**config.mk**
```make
export PLATFORM = sky130hd
export DESIGN_NAME = md_stall_ctrl
export DESIGN_NICKNAME = d
export VERILOG_FILES = /design/src/rtl/md_stall_ctrl.sv
export SDC_FILE = /design/constraint.sdc
export NUM_CORES = 1
export LEC_CHECK = 0
export ABC_AREA = 1
export CAP_MARGIN = 20
export CORE_AREA = 2 2 39 41
export DETAILED_ROUTE_END_ITERATION = 10
export DIE_AREA = 0 0 41 43
export SLEW_MARGIN = 20
export SYNTH_ARGS = -nofsm -noshare
export SYNTH_HDL_FRONTEND = slang
export SYNTH_SLANG_ARGS = --single-unit
```
**constraint.sdc**
```tcl
create_clock -name clk -period 1.6 [get_ports clk]
set_clock_uncertainty 0.1 [all_clocks]
set_input_delay 0.4 -clock clk [delete_from_list [all_inputs] [get_ports clk]]
set_output_delay 0.4 -clock clk [all_outputs]
set_load 0.02 [all_outputs]
```
**src/rtl/md_stall_ctrl.sv**
```systemverilog
// Freeze controller for the F/D front end and the HI/LO multiply/divide unit.
// Counts down the mult/div busy window and merges it with the data-hazard stall.
module md_stall_ctrl #(
    parameter int MULT_CYCLES = 5,
    parameter int DIV_CYCLES  = 10
) (
    input  logic       clk,
    input  logic       reset,
    input  logic       start,
    input  logic [1:0] md_op,
    input  logic       md_use_D,
    input  logic       hz_stall,
    output logic       busy,
    output logic [3:0] count,
    output logic       done,
    output logic       stall,
    output logic       pc_we,
    output logic       d_we,
    output logic       e_flush,
    output logic       err
);

    typedef enum logic {
        IDLE = 1'b0,
        BUSY = 1'b1
    } state_t;

    localparam logic [3:0] MULT_LOAD = 4'(MULT_CYCLES);
    localparam logic [3:0] DIV_LOAD  = 4'(DIV_CYCLES);

    state_t     state_q, state_d;
    logic [3:0] count_q, count_d;
    logic       done_q, done_d;
    logic       err_q, err_d;
    logic       md_stall;

    // Signed and unsigned variants share the same latency, so md_op[0] is not needed.
    logic unused_md_op;
    assign unused_md_op = md_op[0];

    always_comb begin
        state_d = state_q;
        count_d = count_q;
        done_d  = 1'b0;
        err_d   = err_q;
        case (state_q)
            IDLE: begin
                if (start) begin
                    count_d = md_op[1] ? DIV_LOAD : MULT_LOAD;
                    state_d = BUSY;
                end
            end
            BUSY: begin
                // A start while busy is ignored apart from latching the error flag.
                if (start) begin
                    err_d = 1'b1;
                end
                if (count_q != 4'd0) begin
                    count_d = count_q - 4'd1;
                end
                if (count_q <= 4'd1) begin
                    state_d = IDLE;
                    done_d  = 1'b1;
                end
            end
            default: begin
                state_d = IDLE;
                count_d = 4'd0;
            end
        endcase
    end

    always_ff @(posedge clk) begin
        if (!reset) begin
            state_q <= IDLE;
            count_q <= 4'd0;
            done_q  <= 1'b0;
            err_q   <= 1'b0;
        end else begin
            state_q <= state_d;
            count_q <= count_d;
            done_q  <= done_d;
            err_q   <= err_d;
        end
    end

    // The start cycle itself stalls a dependent D-stage instruction.
    assign md_stall = md_use_D & (start | busy);
    assign busy     = (state_q == BUSY);
    assign count    = count_q;
    assign done     = done_q;
    assign err      = err_q;
    assign stall    = hz_stall | md_stall;
    assign pc_we    = ~stall;
    assign d_we     = ~stall;
    assign e_flush  = stall;

endmodule

```
# Word level (Yosys, flattened, before mapping)

Index checks and enable logic that the tools add are counted.

Add/sub/neg operators: 1
$mul: 0
Divide/modulo/power cells: 0
Magnitude comparators: 1
Equality and inequality tests: 2
Shift-type cells: 0
Mux-type cells: 8
Bitwise logic cells: 5
Reduce and logical (&&, ||, !) cells: 4

Operators by type and width:

| cell                | number |
|---|---|
| $mux 4              | 3 |
| $pmux 4 s2          | 1 |
| $reduce_and 2->1    | 3 |
| $le 4x1->1 const B  | 1 |
| $reduce_bool 4->1   | 1 |
| $sub 4x1->4 const B | 1 |
| $mux 1              | 3 |
| $ne 2x1->1 const B  | 1 |
| $ne 2x2->1 const B  | 1 |
| $not 1->1           | 2 |
| $or 1x1->1          | 2 |
| $pmux 1 s2          | 1 |
| $and 1x1->1         | 1 |

Register bits: 7
Bits in latches: 0
Bits in writable memories: 0
Bits in read-only memories: 0
Input bits: 7
Output and inout port bits: 11
Word-level logic and storage cells: 25
Memories kept: 0

# Longest topological paths before layout

Depth in word-level cells: 4
Gate-level depth with buffers: 9
Mapped depth without buffers: 9

# Worst setup path after synthesis

No wires, ideal clock.

Path kind: reg2out
From: register state_q, in the netlist busy
To: output port stall
Arrival time: 1.613 ns
Data required time: 1.100 ns
Setup slack: -0.513 ns
Cell stages (with the launch flop): 5
Buffers on the path: 1
Path through: dfxtp_1 -> or2_4 -> a21oi_1 -> inv_1 -> buf_4

Longest elaborated chain between the ends: 3

RTL lines:

| item                     | line | text |
|---|---|---|
| start: declaration       | 31   | `state_t state_q, state_d;` |
| start signal: assignment | 80   | `state_q <= state_d;` |
| $or 1x1->1               | 88   | `assign md_stall = md_use_D & (start \| busy);` |
| $and 1x1->1              | 88   |  |
| $or 1x1->1               | 93   | `assign stall = hz_stall \| md_stall;` |
| end: declaration         | 16   | `output logic stall,` |

Every way passes these cells.

# Worst setup path in the final report

Ends and elaborated chain as after synthesis.

==> impl_metrics.yaml <==
power:
  p_comb_share_pct: 39.2
  peakVddDrop_mv: 0.487
  power_frac_clock_pct: 25.8
  swShare_pct: 35.2
  power.density_nw_per_um2: 1000
  leakage_nw: 0.308
  internal-power_mw: 0.390
  p_seq_share_pct: 35.0
  p_sw_mw: 0.212
clock_network:
  clkTransAtPathRegs_ns: 0.05
  clock_sinks: 7
  clk_latency_ns: 0.25
  holdBufCountCts: 0
  cts_setup_buffers: 0
  cts-htree-levels: 1
  cts_tree: "built"
  cts_inserted_buffers: 3
  clockBufferDepth: 2
  clock-root-buffer: "clkbuf_4"
logic_synthesis:
  synth-seq-cells: 7
  avgSynthCellArea_um2: 6.97
  synth_top_area_cell: "dfxtp_1"
  synth.area.top_cells: "dfxtp_1 36%, nand2_1 13%, inv_1 7.7%"
  synth_top_area_share_pct: 35.9
  synth_area_um2: 390
  ys_seq_area_share_pct: 35.9
  syn_nets: 65
  syn_inst: 56
  synthDistinctLibCells: 17
  yosysWarnings: 0
placed_design:
  dp_cells: 89
  gp_congestion: 0.794
  dp_hpwl_um: 666
  port_buffers: 16
drt:
  vias: 403
  wl_um: 790
  drt_pre_antenna_iters: 4
  routed_via_density: 4.33
  final_antenna_net_count: 0
  drt_iter0_markers: 10
  avgRoutedWirePerCell_um: 8.49
  drc: 0
sta:
  min_period_over_period_pct: 104
  tightestPinTransition_ns: 0.262
  hold_slack_ns: 0.311
  setup_tns_ns: -0.195
  setup_viol: 4
  slew_violations: 0
  fin_crit_ns: 1.66
  hold_viol: 0
  fmax_ghz: 0.602
  grt_setup_unrepaired: "true"
  final.setup.worst_slack_ns: -0.0624
  maxSlewHeadroom_pct: 82.5
cells_and_area:
  fill_cells: 152
  final_cell_mix: "13 x nand2_1, 9 x dlygate4sd2_1, 7 x inv_1"
  syn_to_final_growth_pct: 53.5
  final_util_pct: 43.3
  seq_area_um2: 141
  multi_input_area_um2: 213
  nets: 87
  final_cells: 93
  diodes: 0
  final_common_cell: "nand2_1"
  drive_gt1_share_pct: 24.7
floorplanning:
  rows: 14
  die_area_um2: 1760
  core-area_um2: 1380
  die_y_um: 43
  ios: 18
  dieWidth_um: 41
  start_util_pct: 28.2
outcome:
  status: "complete, but fails checks"
  failed_checks: "negative setup slack"
worst_setup_path:
  critPathRequiredTime_ns: 1.10
  max_stage_delay_ns: 0.32
  end_kind: "output port"
  worstSetupStartpointType: "flop"
  path_buf_inv: 2
  critical_path.top_delay_family: "flip-flops"
  critPathKind: "reg -> out"
  crit_arrival_ns: 1.16
  critPathSlowestCell: "dfxtp_2"
  path_cells: "or2_4 > a21oi_4 > inv_2 > buf_6"
  worst-path-max-fanout: 3
run:
  cap_violations: 0
global_route:
  grt_max_degree: 8
  grt.total_usage_pct: 10.7
  overflow: 0
  grt_antenna_before_repair: 0
  grt_pass1_wl_um: 1260
  grt_pass1_vias: 328
hold_path:
  holdCritPathClass: "in -> reg"
[per-layer routing]
metal  global-route usage (%)  routed length (um)  share of wire, %
met5                        0                   0                 0
met4                     6.00                   0                 0
met3                     3.14                  57               7.2
met2                     14.7                 369                47
met1                     14.3                 363                46
[power groups by stage]
stage                     clock [mW]  combinational [mW]  sequential [mW]
after detailed placement           0               0.254            0.215
after global placement             0               0.256            0.215
after floorplan                    0               0.126            0.245
after global routing           0.172               0.264            0.213
after CTS                      0.162               0.238            0.211
final                          0.155               0.236            0.211
[cell type report]
class | instances | share of cell area, %
Clock buffer | 4 | 4.38
Inverter | 9 | 5.64
Multi-Input combinational cell | 38 | 35.5
Sequential cell | 7 | 23.6
Tap cell | 16 | 3.34
Timing Repair Buffer | 19 | 27.6
[worst reg2reg max path, cell delays in order (launching register included)]
cell,delay [ns]
dfxtp_1,0.34
inv_1,0.10
ha_1,0.23
inv_1,0.06
nor2_1,0.04
nand2_1,0.11
nand2_4,0.08
nor2_2,0.13
nand2_1,0.08
a21oi_2,0.10
[state kept, by name (all words and copies together), names as in the netlist]
name	flops
done	1
busy	1
count	4
err	1
[per-stage QoR]
stage | cell area [um^2] | power, mW | setup WS [ns]
global route | 599 | 0.649 | -0.112
finish | 599 | 0.602 | -0.0624
detailed placement | 591 | 0.469 | -0.797
floorplan | 407 | 0.371 | -0.0759
global placement | 591 | 0.471 | -0.772
CTS | 599 | 0.611 | -0.0736
[what timing repair did]
item / CTS / global route
resized for setup: 35 / 0
setup endpoints to repair: 11 / 4
cloned: 0 / 0
pin swaps: 2 / 0
[path summary, 6_finish.rpt]
| check | from | endpoint | slack (ns) | depth (start not counted) |
|---|---|---|---|---|
| worst max-delay path | busy$_SDFF_PN0_ | stall | -0.06 | 4 |
| worst min-delay path | start | err$_SDFFE_PN0P_ | 0.31 | 3 |
| worst max register to register | count[0]$_SDFFE_PN0P_ | count[3]$_SDFFE_PN0P_ | 0.17 | 9 |
| worst min register to register | err$_SDFFE_PN0P_ | err$_SDFFE_PN0P_ | 0.38 | 2 |
[cells by family (layout without fill, tap and decap cells)]
| family | Yosys count | after routing | share of synthesized area [%] |
|---|---|---|---|
| AOI/OAI and AO/OA | 10 | 10 | 15.1 |
| adders and majority gates | 2 | 2 | 6.41 |
| buffers and inverters | 11 | 32 | 12.5 |
| DFF | 7 | 7 | 35.9 |
| and+or+nand+nor | 26 | 26 | 30.1 |
[cells in the mapped netlist]
library cell  number
buf_4              2
o21ai_0            2
inv_1              8
a21oi_1            5
or2_4              1
nor2_2             1
a21oi_2            1
nand2_4            1
dfxtp_1            7
inv_2              1
nor3_1             1
nand3_1            3
nand2_1           13
o21bai_1           1
ha_1               2
nor2_1             6
o211ai_1           1
(Power assumes the default switching activity.)
